`config.mk`:
```
export PLATFORM = sky130hd
export DESIGN_NAME = band_filter_sequencer_flat
export DESIGN_NICKNAME = d
export VERILOG_FILES = /design/src/rtl/spectrum_pkg.sv /design/src/rtl/band_filter_sequencer_if.sv /design/src/rtl/filter_mac.sv /design/src/rtl/band_filter_sequencer.sv /design/src/flat_wrapper.sv
export SDC_FILE = /design/constraint.sdc
export NUM_CORES = 1
export LEC_CHECK = 0
export ABC_CLOCK_PERIOD_IN_PS = 16100
export BUFFER_PORTS_ARGS = -buffer_cell sky130_fd_sc_hd__buf_4
export CAP_MARGIN = 20
export CELL_PAD_IN_SITES_DETAIL_PLACEMENT = 1
export CELL_PAD_IN_SITES_GLOBAL_PLACEMENT = 1
export CORE_MARGIN = 10
export CORE_UTILIZATION = 35
export DETAILED_ROUTE_END_ITERATION = 7
export PLACE_DENSITY_LB_ADDON = 0.1
export RECOVER_POWER = 25
export SYNTH_ARGS = -nofsm -noshare
export SYNTH_HDL_FRONTEND = slang
export SYNTH_HIERARCHICAL = 1
export SYNTH_SLANG_ARGS = --single-unit
```
`constraint.sdc`:
```
create_clock -name clk -period 16.1 [get_ports clk]
set_input_delay 0 -clock clk [delete_from_list [all_inputs] [get_ports clk]]
set_output_delay 0 -clock clk [all_outputs]
set_load 0.05 [all_outputs]
```
`src/rtl/spectrum_pkg.sv`:
```
// spectrum_pkg: shared defaults, reset coefficients and sequencer state type for the band filter sequencer.
package spectrum_pkg;
    localparam int NUM_BANDS_DEF     = 4;
    localparam int ENERGY_BITS_DEF   = 8;
    localparam int ENERGY_WINDOW_DEF = 16;
    // Band b coefficient lives in bits [8*b +: 8]; bands past the table shift in zeros.
    localparam logic [31:0] COEF_A_RST = {8'd5, 8'd10, 8'd15, 8'd20};
    localparam logic [31:0] COEF_B_RST = {8'd40, 8'd30, 8'd25, 8'd10};

    typedef enum logic [2:0] {IDLE, MUL_A, MUL_B, UPDATE, FINISH} seq_state_t;

    function automatic logic [7:0] abs8(input logic signed [7:0] v);
        return v[7] ? 8'(-v) : 8'(v);
    endfunction
endpackage

```
`src/rtl/band_filter_sequencer_if.sv`:
```
// band_filter_sequencer_if: sampler, coefficient-config and band-energy bus of the band filter sequencer.
interface band_filter_sequencer_if import spectrum_pkg::*; #(
    parameter int NUM_BANDS   = NUM_BANDS_DEF,
    parameter int ENERGY_BITS = ENERGY_BITS_DEF
);
    logic                              sample_strobe;
    logic signed [7:0]                 audio_sample;
    logic                              cfg_we;
    logic [$clog2(2*NUM_BANDS)-1:0]    cfg_addr;
    logic signed [7:0]                 cfg_data;
    logic                              cfg_ready;
    logic                              busy;
    logic                              done;
    logic                              energy_valid;
    logic [NUM_BANDS*ENERGY_BITS-1:0]  band_energy;
    logic                              overrun;
    logic                              ovr_clr;

    modport master (
        output sample_strobe, audio_sample, cfg_we, cfg_addr, cfg_data, ovr_clr,
        input  cfg_ready, busy, done, energy_valid, band_energy, overrun
    );
    modport slave (
        input  sample_strobe, audio_sample, cfg_we, cfg_addr, cfg_data, ovr_clr,
        output cfg_ready, busy, done, energy_valid, band_energy, overrun
    );
endinterface

```
`src/rtl/filter_mac.sv`:
```
// filter_mac: shared signed 8x16 multiply, arithmetic >>>8 scaling, truncated to 16 bits.
module filter_mac (
    input  logic signed [7:0]  coef,
    input  logic signed [15:0] operand,
    output logic signed [15:0] result
);
    logic signed [23:0] prod;
    assign prod   = 24'(coef) * 24'(operand);
    assign result = prod[23:8];
endmodule

```
`src/rtl/band_filter_sequencer.sv`:
```
// band_filter_sequencer: runs every band IIR through one shared MAC per audio sample and integrates band energy.
// Define FILTER_SAT_EN to saturate state, accumulator and energy sums instead of wrapping.
module band_filter_sequencer import spectrum_pkg::*; #(
    parameter int NUM_BANDS     = NUM_BANDS_DEF,
    parameter int ENERGY_WINDOW = ENERGY_WINDOW_DEF,
    parameter int ENERGY_BITS   = ENERGY_BITS_DEF
) (
    input logic clk,
    input logic rst,
    band_filter_sequencer_if.slave bus
);
    localparam int BW = NUM_BANDS > 1 ? $clog2(NUM_BANDS) : 1;
    localparam int WW = ENERGY_WINDOW > 1 ? $clog2(ENERGY_WINDOW) : 1;
    localparam int AW = $clog2(2*NUM_BANDS);

    seq_state_t              state;
    logic [BW-1:0]           band;
    logic [WW-1:0]           win_cnt;
    logic signed [7:0]       x;
    logic signed [15:0]      t_a, t_b, mac_y, mac_v, s_next;
    logic signed [7:0]       mac_c;
    logic signed [7:0]       coef_a [NUM_BANDS];
    logic signed [7:0]       coef_b [NUM_BANDS];
    logic signed [15:0]      s_q [NUM_BANDS];
    logic signed [15:0]      o_q [NUM_BANDS];
    logic [ENERGY_BITS-1:0]  acc [NUM_BANDS];
    logic [ENERGY_BITS-1:0]  energy [NUM_BANDS];
    logic [ENERGY_BITS-1:0]  e_next [NUM_BANDS];
    logic [ENERGY_BITS-1:0]  acc_next;
    logic                    busy, done, energy_valid, overrun;

    assign mac_c = state == MUL_A ? coef_a[band] : coef_b[band];
    assign mac_v = state == MUL_A ? o_q[band] : 16'(x);

    filter_mac u_mac (.coef(mac_c), .operand(mac_v), .result(mac_y));

`ifdef FILTER_SAT_EN
    logic signed [17:0]     s_sum;
    logic [ENERGY_BITS:0]   acc_sum;
    logic [ENERGY_BITS:0]   e_sum [NUM_BANDS];
    assign s_sum    = 18'(s_q[band]) - 18'(t_a) + 18'(t_b);
    assign s_next   = s_sum > 18'sd32767 ? 16'sh7fff : s_sum < -18'sd32768 ? 16'sh8000 : s_sum[15:0];
    assign acc_sum  = (ENERGY_BITS+1)'(acc[band]) + (ENERGY_BITS+1)'(abs8(s_q[band][15:8]));
    assign acc_next = acc_sum[ENERGY_BITS] ? '1 : acc_sum[ENERGY_BITS-1:0];
    always_comb begin
        for (int b = 0; b < NUM_BANDS; b++) begin
            e_sum[b]  = (ENERGY_BITS+1)'(energy[b] >> 1) + (ENERGY_BITS+1)'(acc[b] >> 1);
            e_next[b] = e_sum[b][ENERGY_BITS] ? '1 : e_sum[b][ENERGY_BITS-1:0];
        end
    end
`else
    assign s_next   = s_q[band] - t_a + t_b;
    assign acc_next = acc[band] + ENERGY_BITS'(abs8(s_q[band][15:8]));
    always_comb begin
        for (int b = 0; b < NUM_BANDS; b++) begin
            e_next[b] = (energy[b] >> 1) + (acc[b] >> 1);
        end
    end
`endif

    always_ff @(posedge clk) begin
        if (rst) begin
            state        <= IDLE;
            band         <= '0;
            win_cnt      <= '0;
            x            <= '0;
            t_a          <= '0;
            t_b          <= '0;
            busy         <= 1'b0;
            done         <= 1'b0;
            energy_valid <= 1'b0;
            overrun      <= 1'b0;
            for (int b = 0; b < NUM_BANDS; b++) begin
                coef_a[b] <= 8'(COEF_A_RST >> (8*b));
                coef_b[b] <= 8'(COEF_B_RST >> (8*b));
                s_q[b]    <= '0;
                o_q[b]    <= '0;
                acc[b]    <= '0;
                energy[b] <= '0;
            end
        end else begin
            done         <= 1'b0;
            energy_valid <= 1'b0;
            // A dropped strobe must win over a simultaneous clear.
            overrun      <= (bus.sample_strobe && busy) || (overrun && !bus.ovr_clr);
            if (bus.cfg_we && !busy && 32'(bus.cfg_addr) < 2*NUM_BANDS) begin
                if (bus.cfg_addr[0]) coef_b[bus.cfg_addr[AW-1:1]] <= bus.cfg_data;
                else coef_a[bus.cfg_addr[AW-1:1]] <= bus.cfg_data;
            end
            case (state)
                IDLE: if (bus.sample_strobe) begin
                    x     <= bus.audio_sample;
                    band  <= '0;
                    busy  <= 1'b1;
                    state <= MUL_A;
                end
                MUL_A: begin
                    t_a   <= mac_y;
                    state <= MUL_B;
                end
                MUL_B: begin
                    t_b   <= mac_y;
                    state <= UPDATE;
                end
                UPDATE: begin
                    s_q[band] <= s_next;
                    o_q[band] <= s_q[band];
                    acc[band] <= acc_next;
                    if (band == BW'(NUM_BANDS-1)) begin
                        state        <= FINISH;
                        done         <= 1'b1;
                        energy_valid <= win_cnt == WW'(ENERGY_WINDOW-1);
                    end else begin
                        band  <= band + 1'b1;
                        state <= MUL_A;
                    end
                end
                FINISH: begin
                    state <= IDLE;
                    busy  <= 1'b0;
                    if (energy_valid) begin
                        win_cnt <= '0;
                        for (int b = 0; b < NUM_BANDS; b++) begin
                            energy[b] <= e_next[b];
                            acc[b]    <= '0;
                        end
                    end else begin
                        win_cnt <= win_cnt + 1'b1;
                    end
                end
                default: state <= IDLE;
            endcase
        end
    end

    assign bus.busy         = busy;
    assign bus.cfg_ready    = !busy;
    assign bus.done         = done;
    assign bus.energy_valid = energy_valid;
    assign bus.overrun      = overrun;

    for (genvar b = 0; b < NUM_BANDS; b++) begin : g_energy
        assign bus.band_energy[b*ENERGY_BITS +: ENERGY_BITS] = energy[b];
    end
endmodule
```
`src/flat_wrapper.sv`:
```
// flat-port wrapper written by rule: the top's interface ports become plain ports
module band_filter_sequencer_flat import spectrum_pkg::*;
#(
    parameter int NUM_BANDS     = NUM_BANDS_DEF,
    parameter int ENERGY_WINDOW = ENERGY_WINDOW_DEF,
    parameter int ENERGY_BITS   = ENERGY_BITS_DEF
)
  (clk, rst, bus_sample_strobe, bus_audio_sample, bus_cfg_we, bus_cfg_addr, bus_cfg_data, bus_ovr_clr, bus_cfg_ready, bus_busy, bus_done, bus_energy_valid, bus_band_energy, bus_overrun);
  band_filter_sequencer_if #(.NUM_BANDS(NUM_BANDS), .ENERGY_BITS(ENERGY_BITS)) bus_i ();
  input logic clk;
  input logic rst;
  input wire logic [$bits(bus_i.sample_strobe)-1:0] bus_sample_strobe;
  input wire logic [$bits(bus_i.audio_sample)-1:0] bus_audio_sample;
  input wire logic [$bits(bus_i.cfg_we)-1:0] bus_cfg_we;
  input wire logic [$bits(bus_i.cfg_addr)-1:0] bus_cfg_addr;
  input wire logic [$bits(bus_i.cfg_data)-1:0] bus_cfg_data;
  input wire logic [$bits(bus_i.ovr_clr)-1:0] bus_ovr_clr;
  output wire logic [$bits(bus_i.cfg_ready)-1:0] bus_cfg_ready;
  output wire logic [$bits(bus_i.busy)-1:0] bus_busy;
  output wire logic [$bits(bus_i.done)-1:0] bus_done;
  output wire logic [$bits(bus_i.energy_valid)-1:0] bus_energy_valid;
  output wire logic [$bits(bus_i.band_energy)-1:0] bus_band_energy;
  output wire logic [$bits(bus_i.overrun)-1:0] bus_overrun;
  assign bus_i.sample_strobe = bus_sample_strobe;
  assign bus_i.audio_sample = bus_audio_sample;
  assign bus_i.cfg_we = bus_cfg_we;
  assign bus_i.cfg_addr = bus_cfg_addr;
  assign bus_i.cfg_data = bus_cfg_data;
  assign bus_i.ovr_clr = bus_ovr_clr;
  assign bus_cfg_ready = bus_i.cfg_ready;
  assign bus_busy = bus_i.busy;
  assign bus_done = bus_i.done;
  assign bus_energy_valid = bus_i.energy_valid;
  assign bus_band_energy = bus_i.band_energy;
  assign bus_overrun = bus_i.overrun;
  band_filter_sequencer #(.NUM_BANDS(NUM_BANDS), .ENERGY_WINDOW(ENERGY_WINDOW), .ENERGY_BITS(ENERGY_BITS)) u_core (.clk(clk), .rst(rst), .bus(bus_i));
endmodule
```
==> run_results.csv, run 1 <==
group,metric,value,unit
logic_synthesis,ys_warn_count,6,
global_route,grt_antenna_before_repair,1,
clock_network,clockBufferDepth,3,
logic_synthesis,netlist_area,19700,um^2
logic_synthesis,synth_top_area_cell,"edfxtp_1",
routing,via_count,13393,
timing,fmax,0.147,GHz
timing,min_period,6.82,ns
timing,period_share,42.4,%
pwr,seqPwrFrac,29.0,%
clock_network,cts_tree,"built",
place,place_inst,2562,
worst_setup_path,end_kind,"flop",
global_route,grt_use_total,17.4,%
timing,tightest_slew,2.33,ns
logic_synthesis,synth_ff_type,"edfxtp_1",
finish,finalNonFillerCells,2669,
die,die_y,257,um
logic_synthesis,ys_top_cells_by_count,"256 x edfxtp_1, 213 x nand2_1, 210 x inv_1",
place,dp_slack,9.05,ns
global_route,grt_start_max_net_pins,41,
clock_network,cts.clk_slew.worst_paths,0.06,ns
place,place_area,21100,um^2
pwr,clkPwrFrac,25.0,%
place,place_hpwl,41400,um
worst_setup_path,worst-setup-path-type,"reg2reg",
timing,hold_viol_final,0,
outcome,status,"complete, but fails checks",
logic_synthesis,syn-instance-count,1796,
clock_network,htreeDepth,2,
clock_network,postCtsSetupRepairBufs,0,
logic_synthesis,synth_edf_count,256,
finish,syn_to_final_growth,14.0,%
die,die_w,257,um
job,maxCapViolCount,3,
die,ios,61,
clock_network,clk-insertion-delay-late,0.56,ns
timing,setup_viol,0,
finish,fin_area,22500,um^2
logic_synthesis,synthArstFlopShare,0,%
place,routabilityCongestion,0.796,
timing,layout_setup_ws,9.28,ns
worst_setup_path,crit_fanout,29,
finish,drive_above_1_share,8.85,%
timing,setup-tns-final,0,ns
place,portBuffers,60,
logic_synthesis,netlist.area_leader.share,39.0,%
global_route,grt.overflow.total,0,
routing,drt_first_iter_violations,687,
die,start_util,35.6,%
timing,maxSlewHeadroom,-55.4,%
clock_network,cts_root_buffer,"clkbuf_16",
routing,dr.pass1.iters,5,
routing,drc,0,
clock_network,cts_buffers,40,
finish,nets,2136,
die,coreArea,55400,um^2
outcome,violations,"max-capacitance violations, max-slew violations",
clock_network,clock_sinks,311,
worst_setup_path,critical_path_arrival,7.31,ns
timing,hold-worst-slack,0.102,ns
logic_synthesis,yosysSeqAreaShare,44.6,%
logic_synthesis,syn-num-nets,2041,
routing,vias_per_cell,5.02,
pwr,peakVddDrop,89.6,uV
pwr,power.density,152,nW/um^2
logic_synthesis,synthTopCellsByArea,"edfxtp_1 39%, fa_1 12%, ha_1 6.3%",
routing,wl_per_cell,21.4,um
pwr,power_leakage,9.03,nW
worst_setup_path,worst_ep_required_time,16.58,ns
timing,drv_slew,52,
timing,finalClockSkew,0.0169,ns
timing,rsz0062_at_grt,"false",
die,std_cell_rows,86,
pwr,p_sw,1.42,mW
die,die_area,66200,um^2
finish,antenna_cells,0,
hold_path,hp-class,"in2reg",
global_route,grt_pass1_wl,89100,um
global_route,grt_pass1_vias,14455,
worst_setup_path,cp-start-kind,"flop",
routing,wl,57100,um
pwr,power.share.switching,41.5,%
pwr,p_int,2.00,mW
logic_synthesis,yosys.cell_types.count,60,
logic_synthesis,syn-mean-instance-area,11.0,um^2
logic_synthesis,synth-seq-cells,311,
logic_synthesis,yosysMostFrequentCell,"edfxtp_1",
pwr,pwr-share-comb,46.0,%
routing,drtAntennaViolNets,0,
[layout by cell type, fill, tap and decap left out, types with 33 or more instances in the layout]
master / Yosys / layout
a21oi_1: 81 / 81
and2_1: 138 / 119
buf_4: 1 / 39
clkbuf_1: 55 / 61
clkbuf_16: 0 / 42
dfxtp_1: 55 / 53
dlygate4sd3_1: 0 / 33
edfxtp_1: 256 / 256
fa_1: 121 / 121
ha_1: 100 / 100
inv_1: 210 / 210
mux4_2: 54 / 54
nand2_1: 213 / 213
nor2_1: 193 / 193
nor3_1: 40 / 40
[final timing paths]
kind | startpoint | slack [ns] | depth (start not counted) | to
setup / recovery | flop | 9.28 | 22 | u_core/t_b[15]
hold / removal | bus_cfg_we | 0.10 | 4 | u_core/coef_a[3][2]
setup reg to reg | flop | 9.28 | 22 | u_core/t_b[15]
hold reg to reg | u_core/t_b[3] | 0.46 | 2 | u_core/t_b[3]
[through the flow]
| stage | utilization [%] | power [mW] |
|---|---|---|
| CTS | 40.8 | 3.47 |
| finish | 40.6 | 3.42 |
| floorplan | - | 2.11 |
| global route | 40.6 | 3.70 |
| detailed placement | 38.0 | 2.59 |
| global placement | 38.0 | 2.56 |
[power groups by stage]
stage	clock, mW	sequential, mW	combinational (mW)
after floorplan	0	0.988	1.12
after global placement	0	1.01	1.56
after detailed placement	0	1.01	1.58
after CTS	0.884	0.992	1.60
after global routing	0.917	0.998	1.79
final	0.856	0.991	1.58
[area by class of cell]
cell class | count | area, um^2
fill | 6044 | 32900
multi-input combinational | 1210 | 9900
sequential | 311 | 8790
clock buffer | 61 | 1130
tap | 748 | 936
timing repair buffer | 118 | 837
inverter | 210 | 788
clock inverter | 11 | 96.3
[what timing repair did]
action	4_1_cts	5_1_grt
endpoints found under the hold margin	84	0
hold buffers	33	0
gates resized for setup	0	0
[per-layer routing]
| metal | global-route usage (%) | wire length [um] | up-vias |
|---|---|---|---|
| met4 | 4.18 | 1030 | 0 |
| met5 | 0 | 0 | - |
| met3 | 2.24 | 2150 | 62 |
| li1 | - | - | 6241 |
| met2 | 28.0 | 26600 | 205 |
| met1 | 24.3 | 27300 | 6885 |
[state kept, by name, indices dropped and copies added, names as in the netlist, 2 cells and up, named ones only]
signal	cells
u_core/o_q	64
u_core/s_q	64
u_core/acc	32
u_core/coef_a	32
u_core/coef_b	32
u_core/energy	32
u_core/t_a	16
u_core/t_b	16
u_core/x	8
u_core/win_cnt	4
u_core/state	3
u_core/band	2
[critical path, stage by stage (launching register included)]
cell and delay (ns):
dfxtp_4 0.79, buf_4 0.68, mux4_2 0.61, nand2_1 0.09, nand2_1 0.20, and2_1 0.23, ha_1 0.31, fa_1 0.49
fa_1 0.54, inv_1 0.05, fa_1 0.47, inv_1 0.04, ha_1 0.33, a21o_1 0.20, a21oi_1 0.26, a2bb2oi_1 0.25
a21oi_2 0.13, a21oi_4 0.24, o21ai_2 0.11, o41ai_2 0.29, xnor2_1 0.18, nand2_1 0.07, a21oi_1 0.15
[logic make-up after synthesis]
group	count (synthesis)	synth area share (%)
muxes	60	6.50
buffers and inverters	275	5.29
and+or+nand+nor	694	16.9
DFF	311	44.6
AOI/OAI and AO/OA	182	5.77
xor gates and xnor gates	53	2.39
adders and majority gates	221	18.6
(Power assumes the default switching activity.)
==> run 2, diff against run 1 <==
--- a/config.mk
+++ b/config.mk
@@ -5,7 +5,8 @@
 export SDC_FILE = /design/constraint.sdc
 export NUM_CORES = 1
 export LEC_CHECK = 0
-export ABC_CLOCK_PERIOD_IN_PS = 16100
+export ABC_AREA = 1
+export ABC_CLOCK_PERIOD_IN_PS = 5500
 export BUFFER_PORTS_ARGS = -buffer_cell sky130_fd_sc_hd__buf_4
 export CAP_MARGIN = 20
 export CELL_PAD_IN_SITES_DETAIL_PLACEMENT = 1
==> constraint.sdc (replaced) <==
create_clock -name clk -period 5.5 [get_ports clk]
set_input_delay 0 -clock clk [delete_from_list [all_inputs] [get_ports clk]]
set_output_delay 0 -clock clk [all_outputs]
set_load 0.05 [all_outputs]
==> run 2 against run 1 <==
Effect of this change:
- the flow now finishes without violations
- fmax rose by 28%
- worst setup slack lost 9.1 ns
- sequential share of layout area decreased by 4.0 points
- synthesized cell count increased by 32%
- non-clock buffer count up 139
- clock power rose to 2.7 times the previous value
- final cell count rose by 26%
- critical endpoint is now u_core/t_b[12]
- largest cell class unchanged
==> run_results.csv, run 2 <==
group,metric,value,unit
logic_synthesis,synth-seq-cells,311,
finish,final_common_cell,"nand2_1",
finish,nets,2816,
global_route,grt.overflow.total,0,
clock_network,htreeDepth,2,
logic_synthesis,synth_edf_count,256,
worst_setup_path,crit_family,"adder cells",
routing,wl,66100,um
place,routabilityCongestion,0.809,
routing,drt_first_iter_violations,771,
worst_setup_path,reg2regPathDepth,26,
place,place_inst,3241,
logic_synthesis,netlist.area_leader.share,37.2,%
pwr,p_int,8.37,mW
routing,wl_per_cell,19.6,um
worst_setup_path,r2r_slack,0.17,ns
logic_synthesis,syn-instance-count,2374,
clock_network,clk-insertion-delay-late,0.59,ns
timing,min_period,5.33,ns
finish,seq_area,8790,um^2
logic_synthesis,ys_warn_count,6,
timing,rsz0062_at_grt,"true",
logic_synthesis,synthTopCellsByArea,"edfxtp_1 37%, fa_1 12%, nand2_1 7.8%",
pwr,clkPwrFrac,15.2,%
hold_path,hold_start,"bus_audio_sample[0]",
logic_synthesis,syn-mean-instance-area,8.70,um^2
finish,finalNonFillerCells,3368,
timing,hold-worst-slack,0.244,ns
routing,drc,0,
worst_setup_path,critPathBufInv,8,
clock_network,cts.clk_slew.worst_paths,0.06,ns
clock_network,clockBufferDepth,3,
global_route,grt_antenna_before_repair,0,
timing,setup_viol,0,
die,ios,61,
timing,layout_setup_ws,0.171,ns
routing,via_count,16607,
logic_synthesis,netlist_area,20700,um^2
pwr,p_sw,7.08,mW
die,die_w,263,um
finish,fin_area,25100,um^2
pwr,power.share.switching,45.8,%
worst_setup_path,worst_ep_required_time,5.92,ns
clock_network,cts_root_buffer,"clkbuf_16",
worst_setup_path,r2r-end,"u_core/t_b[12]",
pwr,peakVddDrop,561,uV
place,dp_slack,-0.149,ns
worst_setup_path,cpMaxStageDelayCell,"dfxtp_4",
clock_network,clock_sinks,311,
finish,multi_input_area,10400,um^2
die,std_cell_rows,89,
pwr,seqPwrFrac,18.1,%
logic_synthesis,yosys.cell_types.count,47,
worst_setup_path,critical_path_arrival,5.75,ns
timing,finalClockSkew,0.0418,ns
global_route,grt_pass1_wl,102000,um
die,die_area,69200,um^2
global_route,grt_pass1_vias,17796,
timing,maxSlewHeadroom,31.3,%
worst_setup_path,worst-setup-path-type,"reg2reg",
timing,period_share,96.9,%
place,portBuffers,60,
outcome,status,"complete, no violations",
logic_synthesis,syn-num-nets,2619,
finish,drive_above_1_share,15.4,%
global_route,grt_start_max_net_pins,50,
routing,dr.pass1.iters,4,
timing,hold_viol_final,0,
finish,fillers,6795,
routing,drtAntennaViolNets,0,
pwr,power.density,616,nW/um^2
global_route,grt_use_total,18.6,%
worst_setup_path,crit_fanout,8,
timing,tightest_slew,1.03,ns
place,place_hpwl,47300,um
logic_synthesis,yosysSeqAreaShare,42.5,%
logic_synthesis,ys_top_cells_by_count,"432 x nand2_1, 392 x inv_1, 365 x nor2_1",
timing,fmax,0.188,GHz
logic_synthesis,yosysMostFrequentCell,"nand2_1",
finish,syn_to_final_growth,21.3,%
logic_synthesis,synth_ff_type,"edfxtp_1",
finish,reg_top3,"u_core/o_q x64, u_core/s_q x64",
worst_setup_path,cp_slowest_stage_delay,0.50,ns
die,die_y,263,um
clock_network,cts_buffers,38,
logic_synthesis,synthArstFlopShare,0,%
worst_setup_path,crit_top_cell,"fa_1",
pwr,pwr-share-comb,66.6,%
die,start_util,35.2,%
finish,antenna_cells,0,
place,place_area,22700,um^2
worst_setup_path,cp-start-kind,"flop",
die,coreArea,58700,um^2
hold_path,hp-class,"in2reg",
finish,layout_common_cells,"414 x nand2_1, 386 x inv_1, 354 x nor2_1",
timing,drv_slew,0,
clock_network,cts_tree,"built",
pwr,power_leakage,11.3,nW
logic_synthesis,synth_top_area_cell,"edfxtp_1",
hold_path,whs_path_depth,4,
hold_path,holdPathEnd,"u_core/x[0]",
job,maxCapViolCount,0,
worst_setup_path,end_kind,"flop",
routing,vias_per_cell,4.93,
run 2: cell types whose count changed in the layout (fill, tap and decap cells not counted), moves of 21 or more:
cell | previous run | this run
nand2_1 | 213 | 414
inv_1 | 210 | 386
nor2_1 | 193 | 354
buf_4 | 39 | 160
and2_1 | 119 | 1
o21ai_0 | 30 | 103
mux4_2 | 54 | 0
a21oi_1 | 81 | 129
nand3_1 | 15 | 60
nand2_2 | 0 | 35
o21ai_1 | 0 | 30
nand2b_1 | 22 | 1
run 2: final cells by class:
class                           count  share of cell area (%)
Inverter                          403                    6.10
Multi-Input combinational cell   1560                    41.6
Clock buffer                       48                    4.02
Tap cell                          773                    3.86
Timing Repair Buffer              257                    8.76
Sequential cell                   311                    35.1
Clock inverter                     16                   0.544
run 2: worst max path at each step:
stage	startpoint	to	slack, ns	depth (start not counted)
after floorplan	flop	u_core/t_b[15]	0.01	30
after global placement	flop	u_core/t_b[10]	-0.1	23
after detailed placement	flop	u_core/t_b[10]	-0.15	23
after CTS	flop	u_core/t_b[6]	0.01	25
after global routing	flop	u_core/t_b[6]	-0.08	26
final	flop	u_core/t_b[12]	0.17	26
run 2: routing by layer:
layer / GRT usage [%] / part of all wire, % / vias up
li1: - / - / 7998
met1: 24.2 / 46 / 8309
met2: 32.3 / 49 / 208
met3: 2.16 / 2.7 / 92
met4: 5.05 / 2.5 / 0
met5: 0 / 0 / -
run 2: worst reg2reg max path, cell delays in order (launching register included):
cell     delay, ns
dfxtp_4       0.50
buf_12        0.16
buf_4         0.11
nor2_1        0.06
o22ai_2       0.13
nor2_1        0.07
a31oi_2       0.26
inv_2         0.10
buf_4         0.15
buf_4         0.15
nor2_1        0.12
fa_1          0.46
fa_1          0.48
fa_1          0.50
inv_1         0.05
fa_1          0.47
inv_1         0.06
ha_4          0.30
nand2_2       0.08
inv_1         0.10
nand3_2       0.09
nor3_2        0.21
nand2_1       0.13
nand3_1       0.11
nand2_2       0.09
o21ai_1       0.16
a21oi_1       0.06
run 2: repair_timing:
item	4_1_cts	5_1_grt
hold endpoints to repair	76	0
setup endpoints to repair	24	29
gates resized for setup	39	146
pin swaps	7	40
hold buffers	29	0
gates cloned	5	4
buffers inserted	8	17
run 2: cell families after synthesis:
group | count (synthesis) | share of synthesized area, %
XOR/XNOR | 27 | 1.14
buffers and inverters | 503 | 9.71
adder cells (fa/ha/maj) | 221 | 17.8
AND/OR/NAND/NOR | 959 | 19.4
flip-flops | 311 | 42.5
AO/OA/AOI/OAI | 353 | 9.46
run 2: stage by stage:
step | power, mW | setup TNS, ns | util [%]
5_1_grt | 16.8 | -0.335 | 42.7
2_1_floorplan | 7.87 | 0 | -
6_report | 15.5 | 0 | 42.7
3_5_place_dp | 11.6 | -0.689 | 38.7
3_3_place_gp | 11.5 | -0.160 | 38.7
4_1_cts | 14.3 | 0 | 41.7
run 2: power groups by stage:
stage	clock network (mW)	logic, mW	registers (mW)
floorplan	0	5.03	2.84
global placement	0	8.63	2.84
detailed placement	0	8.74	2.85
CTS	2.42	9.04	2.80
global route	2.51	11.5	2.82
finish	2.35	10.3	2.80
==> run 3, diff against run 2 <==
--- a/config.mk
+++ b/config.mk
@@ -18,5 +18,4 @@
 export RECOVER_POWER = 25
 export SYNTH_ARGS = -nofsm -noshare
 export SYNTH_HDL_FRONTEND = slang
-export SYNTH_HIERARCHICAL = 1
 export SYNTH_SLANG_ARGS = --single-unit
==> run 3 against run 2 <==
Effect of this change:
- the run now ends with max-capacitance violations, max-slew violations left
- synthesized cell count fell by 2.2%
- sequential power barely moved
- clock skew fell by 0.0055 ns
- critical path depth fell by 3
- utilization rose by 0.12 points
- first-iteration DRC count fell by 2.9%
- count of clock-buffer cells in the layout rose by 5
- final area fell by 1.2%
- combinational power fell by 21%
==> run_results.csv, run 3 <==
group,metric,value,unit
outcome,status,"complete, but fails checks",
outcome,violations,"max-capacitance violations, max-slew violations",
timing,maxSlewHeadroom,-82.3,%
logic_synthesis,syn-instance-count,2321,
finish,layout_common_cells,"380 x nor2_1, 356 x nand2_1, 354 x inv_1",
die,start_util,35.4,%
worst_setup_path,crit_fanout,8,
logic_synthesis,synth_top_area_cell,"edfxtp_1",
logic_synthesis,synth_edf_count,256,
die,die_w,262,um
pwr,pwr-share-comb,60.2,%
clock_network,clock_sinks,311,
routing,drt_first_iter_violations,749,
logic_synthesis,ys_top_cells_by_count,"408 x nor2_1, 370 x nand2_1, 367 x inv_1",
finish,seq_area,8800,um^2
finish,nets,2767,
logic_synthesis,synth_ff_type,"edfxtp_1",
clock_network,cts_root_buffer,"clkbuf_16",
place,portBuffers,60,
routing,dr.pass1.iters,5,
clock_network,cts.clk_slew.worst_paths,0.06,ns
logic_synthesis,yosysSeqAreaShare,43.0,%
clock_network,clockBufferDepth,3,
pwr,power.density,544,nW/um^2
logic_synthesis,yosys.cell_types.count,47,
timing,setup-tns-final,0,ns
logic_synthesis,syn-num-nets,2566,
pwr,seqPwrFrac,20.7,%
die,die_y,262,um
finish,syn_to_final_growth,21.2,%
global_route,grt_pass1_wl,102000,um
logic_synthesis,synth-seq-cells,311,
logic_synthesis,synthArstFlopShare,0,%
timing,rsz0062_at_grt,"true",
hold_path,hp-class,"in2reg",
timing,fmax,0.189,GHz
timing,setup_viol,0,
global_route,grt_use_total,19.4,%
routing,vias_per_cell,4.99,
global_route,grt.overflow.total,0,
pwr,p_sw,5.96,mW
timing,drv_slew,52,
pwr,power_leakage,10.9,nW
finish,multi_input_area,10300,um^2
routing,wl,67300,um
logic_synthesis,yosysMostFrequentCell,"nor2_1",
die,coreArea,57800,um^2
global_route,grt_pass1_vias,17273,
timing,finalClockSkew,0.0362,ns
place,place_hpwl,48600,um
worst_setup_path,worst_ep_required_time,5.96,ns
worst_setup_path,cp-start-kind,"flop",
die,ios,61,
job,maxCapViolCount,1,
finish,fin_util,42.8,%
pwr,power.share.switching,44.3,%
worst_setup_path,end_kind,"flop",
place,place_inst,3186,
finish,finalNonFillerCells,3318,
finish,final_common_cell,"nor2_1",
pwr,clkPwrFrac,19.1,%
worst_setup_path,critical_path_arrival,5.75,ns
logic_synthesis,ys_warn_count,0,
global_route,grt_antenna_before_repair,1,
logic_synthesis,netlist_area,20400,um^2
finish,fillers,6675,
logic_synthesis,syn-mean-instance-area,8.81,um^2
finish,reg_top3,"u_core.o_q x64, u_core.s_q x64",
global_route,grt_start_max_net_pins,52,
logic_synthesis,synthTopCellsByArea,"edfxtp_1 38%, fa_1 12%, nor2_1 7.5%",
routing,drtAntennaViolNets,0,
routing,via_count,16564,
timing,period_share,96.3,%
timing,min_period,5.30,ns
finish,drive_above_1_share,15.1,%
worst_setup_path,worst-setup-path-type,"reg2reg",
logic_synthesis,netlist.area_leader.share,37.6,%
routing,drc,0,
clock_network,cts_buffers,40,
routing,wl_per_cell,20.3,um
die,die_area,68500,um^2
timing,tightest_slew,2.73,ns
clock_network,cts_tree,"built",
pwr,p_int,7.50,mW
pwr,peakVddDrop,359,uV
die,std_cell_rows,88,
place,routabilityCongestion,0.853,
clock_network,htreeDepth,2,
timing,hold_viol_final,0,
clock_network,clk-insertion-delay-late,0.58,ns
==> run 3: cell count changes in the layout (fill, tap and decap cells not counted), moves of 11 or more <==
cell / delta
o21a_1: +13
buf_4: -18
nor3_1: +11
o21ai_0: -11
nor2_1: +26
nand2_2: -14
o21ai_1: -14
nand2_1: -58
nand3_1: +37
inv_1: -32
nor2_2: +17
==> run 3: final cells by class <==
| class | count | area share (%) |
|---|---|---|
| Inverter | 380 | 5.87 |
| Timing Repair Buffer | 238 | 8.13 |
| Clock buffer | 53 | 4.61 |
| Multi-Input combinational cell | 1551 | 41.4 |
| Tap cell | 765 | 3.87 |
| Clock inverter | 19 | 0.581 |
| Sequential cell | 311 | 35.5 |
| Antenna cell | 1 | 0.0101 |
==> run 3: routing by layer <==
metal | share of wire (%) | vias to the layer above | global-route usage [%]
li1 | - | 7923 | -
met2 | 49 | 264 | 33.9
met1 | 45 | 8299 | 24.7
met5 | 0 | - | 0
met3 | 3.3 | 78 | 2.13
met4 | 2.4 | 0 | 5.83
==> run 3: power by group through the flow <==
stage                     clock network [mW]  logic (mW)  registers, mW
after floorplan                            0        4.18           2.83
after global placement                     0        7.13           2.83
after detailed placement                   0        7.23           2.83
after CTS                               2.63        7.37           2.78
after global routing                    2.71        9.07           2.80
final                                   2.57        8.10           2.78
==> run 3: cell families (layout without fill, tap and decap cells) <==
kind of cell,count (synthesis),in the layout,share of synthesized area (%)
buffers and inverters,459,690,9.11
other,0,1,0
xor gates and xnor gates,21,21,0.900
DFF,311,311,43.0
and+or+nand+nor,963,963,19.2
AOI/OAI and AO/OA,346,346,9.80
adders and majority gates,221,221,18.0
==> run 3: final timing paths <==
kind	slack, ns	end	depth (start not counted)	from
max	0.20	u_core.t_b[14]	23	flop
min reg2reg	0.47	u_core.bus.energy_valid	2	u_core.win_cnt[3]
min	0.29	u_core.x[7]	4	bus_audio_sample[7]
max reg2reg	0.20	u_core.t_b[14]	23	flop
==> run 3: timing repair <==
item,4_1_cts,5_1_grt
hold buffers,31,0
gates cloned,1,7
setup endpoints to repair,18,32
resized for setup,14,130
hold endpoints to repair,81,0
pin swaps,1,36
setup buffers,0,18
==> run 3: metrics by stage <==
stage | power [mW] | hold WS, ns | setup slack (ns) | area, um^2
floorplan | 7.00 | 0.149 | 0.644 | 20400
global placement | 9.96 | 0.283 | -0.224 | 22400
detailed placement | 10.1 | 0.296 | -0.312 | 22400
CTS | 12.8 | 0.253 | 0.00758 | 24100
global route | 14.6 | 0.317 | -0.0592 | 24800
finish | 13.5 | 0.288 | 0.201 | 24800
==> run 3: worst max-delay path, cell delays in order, from the launching register on <==
cell and delay (ns):
dfxtp_4 0.49, buf_12 0.17, o21ai_0 0.10, o22ai_2 0.29
nand2_1 0.12, o21ai_2 0.11, clkinvlp_4 0.14, buf_4 0.19
nor2_1 0.13, fa_1 0.45, fa_1 0.52, fa_1 0.51
inv_1 0.05, fa_1 0.49, inv_1 0.06, ha_2 0.39
buf_4 0.15, nand3_4 0.12, nor3_4 0.23, nand3_1 0.13
nand4_1 0.13, nand3_1 0.09, nand2_1 0.07, inv_1 0.03
